**config.mk**
```make
export PLATFORM = sky130hd
export DESIGN_NAME = pipe_skid_reg
export DESIGN_NICKNAME = d
export VERILOG_FILES = /design/src/rtl/pipe_pkg.sv /design/src/rtl/pipe_slot.sv /design/src/rtl/pipe_skid_reg.sv
export SDC_FILE = /design/constraint.sdc
export NUM_CORES = 1
export LEC_CHECK = 0
export CORE_MARGIN = 1
export CORE_UTILIZATION = 43
export CTS_CLUSTER_SIZE = 28
export DETAILED_ROUTE_END_ITERATION = 16
export GPL_ROUTABILITY_DRIVEN = 0
export MAX_ROUTING_LAYER = met4
export PLACE_DENSITY = 0.73
export SETUP_SLACK_MARGIN = 0.5
export SLEW_MARGIN = 20
export SYNTH_ARGS = -nofsm -noshare
export SYNTH_HDL_FRONTEND = slang
export SYNTH_SLANG_ARGS = --single-unit
export TNS_END_PERCENT = 50
```
**constraint.sdc**
```tcl
create_clock -name psi_clk -period 1.9 [get_ports psi_clk]
set_input_delay 0.285 -clock psi_clk [delete_from_list [all_inputs] [get_ports psi_clk]]
set_output_delay 0.285 -clock psi_clk [all_outputs]
set_load 0.01 [all_outputs]
```
**src/rtl/pipe_pkg.sv**
```systemverilog
// Shared pipeline definitions: writeback codes, EXE/MEM payload field layout
// and memory read/write encodings.
package pipe_pkg;

  localparam int WREG_W = 4;
  localparam logic [WREG_W-1:0] REG_INVALID = 4'hF;

  // EXE/MEM payload layout, LSB first: rwe | wmem_data | mem_addr | data | pc | instr
  localparam int RWE_W        = 2;
  localparam int WMEM_DATA_W  = 16;
  localparam int MEM_ADDR_W   = 16;
  localparam int DATA_W       = 16;
  localparam int PC_W         = 16;
  localparam int INSTR_W      = 16;

  localparam int RWE_OFF       = 0;
  localparam int WMEM_DATA_OFF = RWE_OFF + RWE_W;
  localparam int MEM_ADDR_OFF  = WMEM_DATA_OFF + WMEM_DATA_W;
  localparam int DATA_OFF      = MEM_ADDR_OFF + MEM_ADDR_W;
  localparam int PC_OFF        = DATA_OFF + DATA_W;
  localparam int INSTR_OFF     = PC_OFF + PC_W;

  localparam int EXE_MEM_PAYLOAD_W = INSTR_OFF + INSTR_W;

  typedef enum logic [RWE_W-1:0] {
    RWE_NONE  = 2'b00,
    RWE_READ  = 2'b01,
    RWE_WRITE = 2'b10
  } rwe_e;

endpackage

```
**src/rtl/pipe_slot.sv**
```systemverilog
// One pipeline entry register. An empty slot reads as a zero payload with the
// "no writeback" register code, so downstream stages see a harmless bubble.
module pipe_slot
  import pipe_pkg::*;
#(
  parameter int                W           = pipe_pkg::EXE_MEM_PAYLOAD_W,
  parameter int                SLOT_WREG_W = pipe_pkg::WREG_W,
  parameter logic [SLOT_WREG_W-1:0] SLOT_REG_INVALID = pipe_pkg::REG_INVALID
) (
  input  logic                   clk_i,
  input  logic                   rst_i,
  input  logic                   clear_i,
  input  logic                   load_i,
  input  logic [W-1:0]           payload_i,
  input  logic [SLOT_WREG_W-1:0] wreg_i,
  output logic                   valid_o,
  output logic [W-1:0]           payload_o,
  output logic [SLOT_WREG_W-1:0] wreg_o
);

  logic                   valid_q;
  logic [W-1:0]           payload_q;
  logic [SLOT_WREG_W-1:0] wreg_q;

  // Clear wins over load so a flush can never be overridden by a same-cycle write.
  always_ff @(posedge clk_i) begin
    if (rst_i || clear_i) begin
      valid_q   <= 1'b0;
      payload_q <= '0;
      wreg_q    <= SLOT_REG_INVALID;
    end else if (load_i) begin
      valid_q   <= 1'b1;
      payload_q <= payload_i;
      wreg_q    <= wreg_i;
    end
  end

  assign valid_o   = valid_q;
  assign payload_o = payload_q;
  assign wreg_o    = wreg_q;

endmodule

```
**src/rtl/pipe_skid_reg.sv**
```systemverilog
// Two-entry skid buffer for a pipeline stage register: full throughput with a
// fully registered upstream ready.
module pipe_skid_reg #(
  parameter int                   PAYLOAD_W   = pipe_pkg::EXE_MEM_PAYLOAD_W,
  parameter int                   WREG_W      = pipe_pkg::WREG_W,
  parameter logic [WREG_W-1:0]    REG_INVALID = pipe_pkg::REG_INVALID
) (
  input  logic                 psi_clk,
  input  logic                 psi_rst,
  input  logic                 psi_flush,
  input  logic                 psi_valid,
  output logic                 psi_ready,
  input  logic [PAYLOAD_W-1:0] psi_payload,
  input  logic [WREG_W-1:0]    psi_wreg_addr,
  output logic                 pso_valid,
  input  logic                 pso_ready,
  output logic [PAYLOAD_W-1:0] pso_payload,
  output logic [WREG_W-1:0]    pso_wreg_addr,
  output logic [1:0]           pso_count
);

  import pipe_pkg::*;

  logic                 mValid, sValid;
  logic [PAYLOAD_W-1:0] sPayload, mDin;
  logic [WREG_W-1:0]    sWreg, mWreg;
  logic                 inXfer, outXfer;
  logic                 mLoad, mClear, sLoad, sClear;
  logic                 mNext, sNext;
  logic [1:0]           count_d, count_q;

  // S is only ever occupied while M is, so !sValid is exactly "room for one more".
  assign inXfer  = psi_valid && !sValid;
  assign outXfer = mValid && pso_ready;

  assign mLoad  = !psi_flush && ((!mValid && inXfer) || (outXfer && (sValid || inXfer)));
  assign mClear = psi_flush || (outXfer && !sValid && !inXfer);
  assign sLoad  = !psi_flush && inXfer && mValid && !outXfer;
  assign sClear = psi_flush || (outXfer && sValid);

  assign mDin   = sValid ? sPayload : psi_payload;
  assign mWreg  = sValid ? sWreg : psi_wreg_addr;

  assign mNext   = !mClear && (mLoad || mValid);
  assign sNext   = !sClear && (sLoad || sValid);
  assign count_d = {1'b0, mNext} + {1'b0, sNext};

  pipe_slot #(
    .W(PAYLOAD_W), .SLOT_WREG_W(WREG_W), .SLOT_REG_INVALID(REG_INVALID)
  ) uMain (
    .clk_i(psi_clk), .rst_i(psi_rst), .clear_i(mClear), .load_i(mLoad),
    .payload_i(mDin), .wreg_i(mWreg),
    .valid_o(mValid), .payload_o(pso_payload), .wreg_o(pso_wreg_addr)
  );

  pipe_slot #(
    .W(PAYLOAD_W), .SLOT_WREG_W(WREG_W), .SLOT_REG_INVALID(REG_INVALID)
  ) uSkid (
    .clk_i(psi_clk), .rst_i(psi_rst), .clear_i(sClear), .load_i(sLoad),
    .payload_i(psi_payload), .wreg_i(psi_wreg_addr),
    .valid_o(sValid), .payload_o(sPayload), .wreg_o(sWreg)
  );

  always_ff @(posedge psi_clk) begin
    if (psi_rst) count_q <= 2'd0;
    else         count_q <= count_d;
  end

  assign psi_ready = !sValid;
  assign pso_valid = mValid;
  assign pso_count = count_q;

endmodule

```
==> flow_summary.ini, run 1 <==
[grt]
grt_max_degree = 143
grt_pass1_vias = 8077
grt_pass1_wl_mm = 46.92
grt_overflow = 0
antenna_found_initial = 3
grt_usage = 0.3175

[worst_hold_path]
hp-class = in -> reg
holdPathStages = 5

[sta]
maxSlewHeadroom = 0.6732
clock_skew_ps = 10.60
worst_slack_ps = 63.80
rsz0062_at_grt = true
tightest_slew_ps = 490.1
finalCritPeriodShare = 0.9664
finalHoldViolations = 0
fin_crit_ps = 1836
clock.fmax_mhz = 544.6
finalSetupViolCount = 0
final_max_slew_viol_count = 0

[power_and_ir_drop]
total_power_mw = 8.906
clkPwrFrac = 0.391
vdd_drop_max_uv = 621.3
power.internal_mw = 6.472
pwr-share-seq = 0.427
p_per_area_mw_per_mm2 = 650.3
p_sw_mw = 2.434
p_comb_frac = 0.182
cellLeakagePower_nw = 4.563
switching_share = 0.2733

[die]
die_width_um = 141.4
num_rows = 50
dieHeight_um = 141.4
die_area_mm2 = 0.01999
core-area_mm2 = 0.01889
start_util = 0.4423
ios = 181

[status]
status = completed

[critical_path]
cpPeakStageDelay_ps = 390
critPathMaxFanout = 7
critical_path_required_ps = 2270
cp-start-kind = flip-flop
crit_slowest_cell = dfxtp_4
cp_data_arrival_time_ps = 2200
reg2reg_depth = 8
crit_type = reg -> reg
critPathCaptureType = flip-flop
cp_cell_sequence = buf_12 -> nor4bb_4 -> buf_4 -> buf_8 -> buf_6 -> buf_16 -> nand3b_1 -> a21oi_1

[placed_design]
dp_slack_ps = -94.17
dp_hpwl_mm = 13.89
port_buffers = 180

[synthesis]
yosysUniqueCellTypes = 34
synth_nets = 992
seq_area_frac_synth = 0.4217
netlist_top_cells_count = dfxtp_1, a211oi_1, nand3b_1, a21oi_1, o21ai_0
yosysTopAreaCellShare = 0.4217
synth_edf_count = 0
synth_warnings = 0
ys_seq_elements = 176
synthesis.instances = 900
netlist_area_mm2 = 0.008356
synth_top_cell_by_area = dfxtp_1
synth.most_common_cell = dfxtp_1
synthTopCellsByArea = dfxtp_1, a211oi_1, nand3b_1, mux2_2, a21oi_1
synth.avg_cell_area_um2 = 9.284
synthFlopType = dfxtp_1
async_flop_share = 0

[clocking]
clk_pin_slew_ps = 70
clock_sinks = 176
htreeDepth = 4
clockBufferDepth = 2
cts-root-buf = clkbuf_16
worstSkewPairLatency_ps = 440
cts_buffers = 17
cts_tree = built

[detailed_routing]
routed_wl_mm = 32.98
viasPerCell = 6.085
dr.pass1.iters = 5
drt_iter0_markers = 723
vias = 8483
ant_nets = 0
drc_errors = 0
avgRoutedWirePerCell_um = 23.65

[layout]
drive_above_1_share = 0.3218
final_nets = 1210
area_growth_pct = 63.91

[flow_run]
max-cap-violations = 0
==> metrics by stage <==
stage,util,TNS (ps),hold slack (ps),area (um2),cells
after detailed placement,0.5658,-4643,444.5,10690,1268
final,0.7249,0,447.0,13700,1394
after global routing,0.7249,0,453.4,13700,1394
after CTS,0.6952,0,368.7,13140,1370
after floorplan,-,0,356.2,8622,900
after global placement,0.5658,-1004,443.7,10690,1268
==> power by group through the flow <==
stage               clock network [mW]  registers [mW]  logic (mW)
floorplan                            0            3.91       0.517
global placement                     0            3.88        1.05
detailed placement                   0            3.88        1.06
CTS                               3.50            3.80        1.45
global route                      3.66            3.81        1.68
finish                            3.48            3.80        1.62
==> flip-flops by register name, indices dropped and copies added (netlist names) <==
signal / flops
uMain.payload_o: 82
uSkid.payload_o: 82
uMain.wreg_o: 4
uSkid.wreg_o: 4
pso_count: 2
uMain.valid_o: 1
uSkid.valid_o: 1
==> kinds of logic (layout without fill, tap and decap cells) <==
| family | after synthesis | in the layout | share of synthesized area |
|---|---|---|---|
| simple gates | 101 | 101 | 0.08790 |
| other cells | 0 | 3 | 0 |
| buf+inv | 187 | 416 | 0.09209 |
| fa+ha+maj | 1 | 1 | 0.001497 |
| compound gates | 349 | 351 | 0.2815 |
| flops | 176 | 176 | 0.4217 |
| mux | 86 | 86 | 0.1153 |
==> repair_timing <==
action                     CTS  global route
pin swaps                   37            19
resized for setup          180            67
setup endpoints to repair  265           235
hold buffers                 0             0
setup buffers               35             9
cloned                      35            12
==> layout by cell type (no fill, tap or decap), drive strengths merged, types with 2 or more instances in the layout <==
cell	instances
inv	88
diode	3
clkdlybuf4s50	138
a21oi	85
nor2b	2
dfxtp	176
clkbuf	27
o21ai	87
a21o	4
nand2	2
clkinv	6
mux2	82
buf	112
a211oi	168
clkinvlp	2
mux2i	4
a211o	4
nand3b	86
nand3	4
dlygate4sd2	38
bufbuf	2
==> area by class of cell <==
class | instances | area (um2)
Sequential cell | 176 | 3532
Tap cell | 260 | 325.3
Timing Repair Buffer | 300 | 4040
Antenna cell | 3 | 7.507
Fill cell | 1219 | 5197
Clock inverter | 13 | 131.4
Inverter | 84 | 315.3
Clock buffer | 19 | 442.9
Multi-Input combinational cell | 539 | 4901
==> worst max-delay path, delay by kind of cell, from the launching register on <==
kind,cells,cell delay [ps]
AOI/OAI and AO/OA,1,180
DFF,1,390
and+or+nand+nor,2,490
buffers and inverters,5,700
==> final timing paths <==
| kind | startpoint | end | slack (ps) |
|---|---|---|---|
| worst min register to register | uMain.payload_o[41]$_SDFFE_PP0P_ | uMain.payload_o[41]$_SDFFE_PP0P_ | 450 |
| worst max-delay path | uSkid.valid_o$_SDFFE_PP0P_ | uSkid.payload_o[43]$_SDFFE_PP0P_ | 60 |
| worst min-delay path | psi_flush | uSkid.wreg_o[2]$_SDFFE_PP1P_ | 450 |
| worst max register to register | uSkid.valid_o$_SDFFE_PP0P_ | uSkid.payload_o[43]$_SDFFE_PP0P_ | 60 |
==> per-layer routing <==
layer | vias to the layer above | wire length (um) | GRT usage
li1 | 3720 | - | -
met3 | 128 | 3338 | 0.07391
met1 | 4130 | 13080 | 0.3895
met2 | 505 | 15080 | 0.5000
met4 | 0 | 1478 | 0.1370
met5 | - | 0 | -
Note: power is estimated with default switching activity, not from simulation.
==> inputs of run 2 (changes only) <==
Settings changed: CORE_ASPECT_RATIO set to 0.6, CTS_CLUSTER_SIZE 28 to 14.
Clock period 1.9 ns to 2 ns, I/O delays scaled along.
==> run 2 against run 1 <==
Against the previous run:
- sequential power shrank 5%
- core utilization shrank 9.7 points
- global-route usage shrank 5.9 points
- critical path type unchanged
==> flow_summary.ini, run 2 (same netlist as run 1, synthesis figures left out) <==
[layout]
drive_above_1_share = 0.2279
final_nets = 1154
fin_util = 0.6275
n_fill_cell = 1530
final_cell_mix = dfxtp_1, a211oi_1, dlygate4sd2_1, clkdlybuf4s50_1, nand3b_1
multiInputGateArea_mm2 = 0.004399
final_common_cell = dfxtp_1
seq_area_mm2 = 0.003531
area_growth_pct = 42.93

[clocking]
cts-root-buf = clkbuf_16
htreeDepth = 4
worstSkewPairLatency_ps = 430
clk_pin_slew_ps = 70
clock_sinks = 176
cts_buffers = 17
cts_tree = built
clockBufferDepth = 2

[grt]
grt_pass1_wl_mm = 39.16
antenna_found_initial = 2
use_met1 = 0.3622
met2_usage = 0.3673
grt_usage = 0.2584
grt_overflow = 0
grt_pass1_vias = 6963
grt_busiest_layer = met2
groute.layer.met3.usage = 0.06735
grt_max_degree = 63

[detailed_routing]
drc_errors = 0
viasPerCell = 5.691
ant_nets = 0
routed_wl_mm = 25.48
dr.pass1.iters = 5
vias = 7529
avgRoutedWirePerCell_um = 19.26
drt_iter0_markers = 652

[placed_design]
port_buffers = 180
dp_hpwl_mm = 14.75

[die]
num_rows = 39
core-area_mm2 = 0.01903
die_area_mm2 = 0.02001
ios = 181
die_width_um = 182.0
start_util = 0.4391
dieHeight_um = 110.0

[critical_path]
cpPeakStageDelay_ps = 380
crit_slowest_cell = dfxtp_4
cp-start-kind = flip-flop
critPathCaptureType = flip-flop
cp_cell_sequence = buf_4 -> or2_4 -> a21o_4 -> buf_12 -> a211oi_1
critPathMaxFanout = 28
cp_data_arrival_time_ps = 1960
critical_path_required_ps = 2340
crit_type = reg -> reg
regToRegSetupSlack_ps = 380

[sta]
finalSetupViolCount = 0
finalCritPeriodShare = 0.8084
maxSlewHeadroom = 0.6356
rsz0062_at_grt = true
tightest_slew_ps = 546.6
final_max_slew_viol_count = 0
fin_crit_ps = 1617
setup-tns-final_ps = 0
finalHoldViolations = 0
clock.fmax_mhz = 618.5
clock_skew_ps = 10.78

[status]
status = completed

[power_and_ir_drop]
cellLeakagePower_nw = 4.158
vdd_drop_max_uv = 615.7
p_per_area_mw_per_mm2 = 679.9

[worst_hold_path]
hp-class = in -> reg

[flow_run]
max-cap-violations = 0
run 2: changes by cell type in the layout (fill, tap and decap cells not counted), sizes merged:
| cell | before | now |
|---|---|---|
| dlygate4sd2 | 38 | 90 |
| bufinv | 1 | 3 |
| a21o | 4 | 2 |
| bufbuf | 2 | 3 |
| clkdlybuf4s50 | 138 | 87 |
| inv | 88 | 87 |
| clkinv | 6 | 4 |
| diode | 3 | 2 |
| clkdlybuf4s15 | 1 | 0 |
| clkbuf | 27 | 21 |
| buf | 112 | 64 |
run 2: cell type report:
type	count	area share
multi-input combinational	537	0.3684
sequential	176	0.2957
timing repair buffer	246	0.2330
clock buffer	20	0.03740
inverter	84	0.02640
tap	246	0.02577
clock inverter	12	0.01299
antenna	2	0.0004191
run 2: power breakdown:
group	switching [mW]	internal [mW]	total, mW
clock	1.47	2.01	3.47
sequential	0.0389	3.57	3.61
combinational	0.523	0.514	1.04
total	2.03	6.09	8.12
run 2: path summary, 6_finish.rpt:
kind / start / to / cells past startpoint
worst max register to register: uSkid.valid_o$_SDFFE_PP0P_ / uMain.payload_o[2]$_SDFFE_PP0P_ / 5
worst min register to register: uMain.payload_o[57]$_SDFFE_PP0P_ / uMain.payload_o[57]$_SDFFE_PP0P_ / 2
worst max-delay path: uSkid.valid_o$_SDFFE_PP0P_ / uMain.payload_o[2]$_SDFFE_PP0P_ / 5
worst min-delay path: psi_flush / uSkid.valid_o$_SDFFE_PP0P_ / 2
run 2: through the flow:
stage / std cells / total power, mW / hold WS, ps / area (um2) / setup WS (ps)
floorplan: 900 / 4.173 / 371.6 / 8438 / 472.7
global placement: 1266 / 4.694 / 437.8 / 10740 / 66.35
detailed placement: 1266 / 4.695 / 443.1 / 10740 / 13.82
CTS: 1318 / 8.113 / 92.17 / 11670 / 387.8
global route: 1323 / 8.416 / 87.33 / 11940 / 347.0
finish: 1323 / 8.120 / 107.5 / 11940 / 383.2
run 2: worst max-delay path, delay by kind of cell (launching register included):
family	cells	cell delay, ps
flops	1	380
compound gates	2	530
simple gates	1	280
buf+inv	2	330
run 2: routing by layer:
metal | share of wire | wire length, um | vias up
li1 | - | - | 3604
met4 | 0.0099 | 251 | 0
met2 | 0.43 | 11030 | 266
met5 | 0 | 0 | -
met3 | 0.069 | 1770 | 26
met1 | 0.49 | 12430 | 3633
run 2: what timing repair did:
action | in CTS | in global routing
endpoints found under the setup margin | 256 | 160
buffers inserted | 11 | 2
cloned | 9 | 1
gates resized for setup | 124 | 67
hold buffers | 0 | 0
pin swaps | 11 | 13
==> inputs of run 3 (changes only) <==
Settings changed: PLACE_DENSITY 0.73 to 0.76.
Clock period 2 ns to 1.4 ns, I/O delays scaled along.
==> run 3 against run 2 <==
Against the previous run:
- the flow now finishes with violations (setup timing)
- maximum frequency grew 3.1%
- highest routed layer unchanged
- routed wire length grew 4.2%
- clock skew grew 3.5 ps
- largest power group is now the clock network
- clock power grew 55%
==> flow_summary.ini, run 3 (same netlist as run 1, synthesis figures left out) <==
[layout]
n_fill_cell = 1407
final_cells = 1345
area_growth_pct = 51.78
final_nets = 1178
final_common_cell = a211oi_2
drive_above_1_share = 0.4235
final_cell_mix = a211oi_2, buf_6, dfxtp_1, clkdlybuf4s50_1, nand3b_1
fin_util = 0.6664

[power_and_ir_drop]
vdd_drop_max_uv = 793.5
p_per_area_mw_per_mm2 = 971.5
cellLeakagePower_nw = 4.231

[grt]
grt_overflow = 0
grt_usage = 0.2576
grt_pass1_wl_mm = 39.25
grt_max_degree = 133
groute.layer.met3.usage = 0.06242
met2_usage = 0.3942
grt_busiest_layer = met2
use_met1 = 0.3432
grt_pass1_vias = 7337
antenna_found_initial = 1

[critical_path]
rr_endpoint = uMain.payload_o[56]$_SDFFE_PP0P_
cp_common_cell = buf_12
cp-start-kind = flip-flop
crit_type = reg -> reg
cp_data_arrival_time_ps = 1880
critPathMaxFanout = 11
r2r-start = uSkid.valid_o$_SDFFE_PP0P_
cp_top_family = compound AO/OA/AOI/OAI gates
crit_slowest_cell = dfxtp_4
cp_num_buf_inv = 3
reg2reg_depth = 6
cp_cell_sequence = buf_12 -> o21bai_4 -> a21o_4 -> buf_4 -> buf_12 -> a211oi_2
cpPeakStageDelay_ps = 370
regToRegSetupSlack_ps = -170
critical_path_required_ps = 1710
critPathCaptureType = flip-flop

[clocking]
clockBufferDepth = 2
cts_buffers = 17
worstSkewPairLatency_ps = 430
htreeDepth = 4
clk_pin_slew_ps = 70
cts_tree = built
cts-root-buf = clkbuf_16
clock_sinks = 176

[sta]
worst_slack_ps = -167.8
finalHoldViolations = 0
finalCritPeriodShare = 1.120
clock.fmax_mhz = 637.8
fin_crit_ps = 1568
tightest_slew_ps = 491.4
rsz0062_at_grt = true
final_max_slew_viol_count = 0
clock_skew_ps = 14.30
finalSetupViolCount = 172
maxSlewHeadroom = 0.6724

[detailed_routing]
dr.pass1.iters = 5
viasPerCell = 5.816
drc_errors = 0
drt_iter0_markers = 653
ant_nets = 0
avgRoutedWirePerCell_um = 19.74
vias = 7823
routed_wl_mm = 26.55

[placed_design]
port_buffers = 180
dp_hpwl_mm = 15.37
dp.cells = 1287

[worst_hold_path]
hp-class = in -> reg
holdPathStages = 5
min_to = uMain.payload_o[0]$_SDFFE_PP0P_
hp-start = psi_flush

[status]
violations = setup timing
status = finished with violations

[flow_run]
max-cap-violations = 0

[die]
start_util = 0.4391
core-area_mm2 = 0.01903
dieHeight_um = 110.0
ios = 181
die_width_um = 182.0
num_rows = 39
die_area_mm2 = 0.02001
[run 3: where the power goes]
part           leakage [nW]  switching [mW]  internal, mW
Combinational          2.46           0.828         0.935
Sequential             1.46          0.0760          5.12
Clock                 0.312            2.10          3.27
[run 3: metal layers]
metal | vias to the layer above | wire length [um] | share of wire
li1 | 3649 | - | -
met1 | 3838 | 12350 | 0.47
met2 | 317 | 12070 | 0.45
met3 | 19 | 1875 | 0.071
met4 | 0 | 254 | 0.0096
met5 | - | 0 | 0
[run 3: final cells by class]
class	instances	area, um2	share of cell area
diodes	1	2.502	0.0001973
clock buffers	19	452.9	0.03571
clock inverters	12	207.7	0.01638
inverters	84	315.3	0.02486
multi-input cells	537	4536	0.3576
flip-flops and latches	176	3638	0.2869
well taps	246	307.8	0.02427
repair buffers	270	3222	0.2540
[run 3: metrics by stage]
stage / setup WS (ps) / setup TNS [ps] / total power [mW] / hold WS (ps) / cell area [um2]
final: -167.8 / -19550 / 12.32 / 288.2 / 12680
after CTS: -121.9 / -10840 / 12.27 / 267.1 / 12310
after detailed placement: -463.8 / -68630 / 6.781 / 445.4 / 11040
after floorplan: -65.61 / -3123 / 6.009 / 281.2 / 8627
after global routing: -204.0 / -27260 / 12.70 / 292.2 / 12680
after global placement: -404.2 / -63180 / 6.766 / 441.5 / 11040
[run 3: timing repair]
| action | 4_1_cts | 5_1_grt |
|---|---|---|
| gates resized for setup | 567 | 50 |
| pin swaps | 19 | 21 |
| cloned | 6 | 6 |
| setup endpoints to repair | 266 | 266 |
| buffers inserted | 12 | 2 |
| hold buffers | 0 | 0 |
[run 3: worst max path at each step]
stage                                           from                                to  cells past startpoint
final                     uSkid.valid_o$_SDFFE_PP0P_  uMain.payload_o[56]$_SDFFE_PP0P_                      6
after CTS                 uSkid.valid_o$_SDFFE_PP0P_  uSkid.payload_o[45]$_SDFFE_PP0P_                      6
after global routing      uSkid.valid_o$_SDFFE_PP0P_  uMain.payload_o[56]$_SDFFE_PP0P_                      6
after detailed placement                   pso_ready  uMain.payload_o[18]$_SDFFE_PP0P_                      5
after floorplan           uMain.valid_o$_SDFFE_PP0P_  uMain.payload_o[52]$_SDFFE_PP0P_                      7
after global placement                     psi_valid  uSkid.payload_o[44]$_SDFFE_PP0P_                      5
[run 3: worst min-delay path, cell delays in order]
cell      delay, ps
buf_4           120
nor2_1           80
o31ai_4          70
buf_4           150
a211oi_2         40
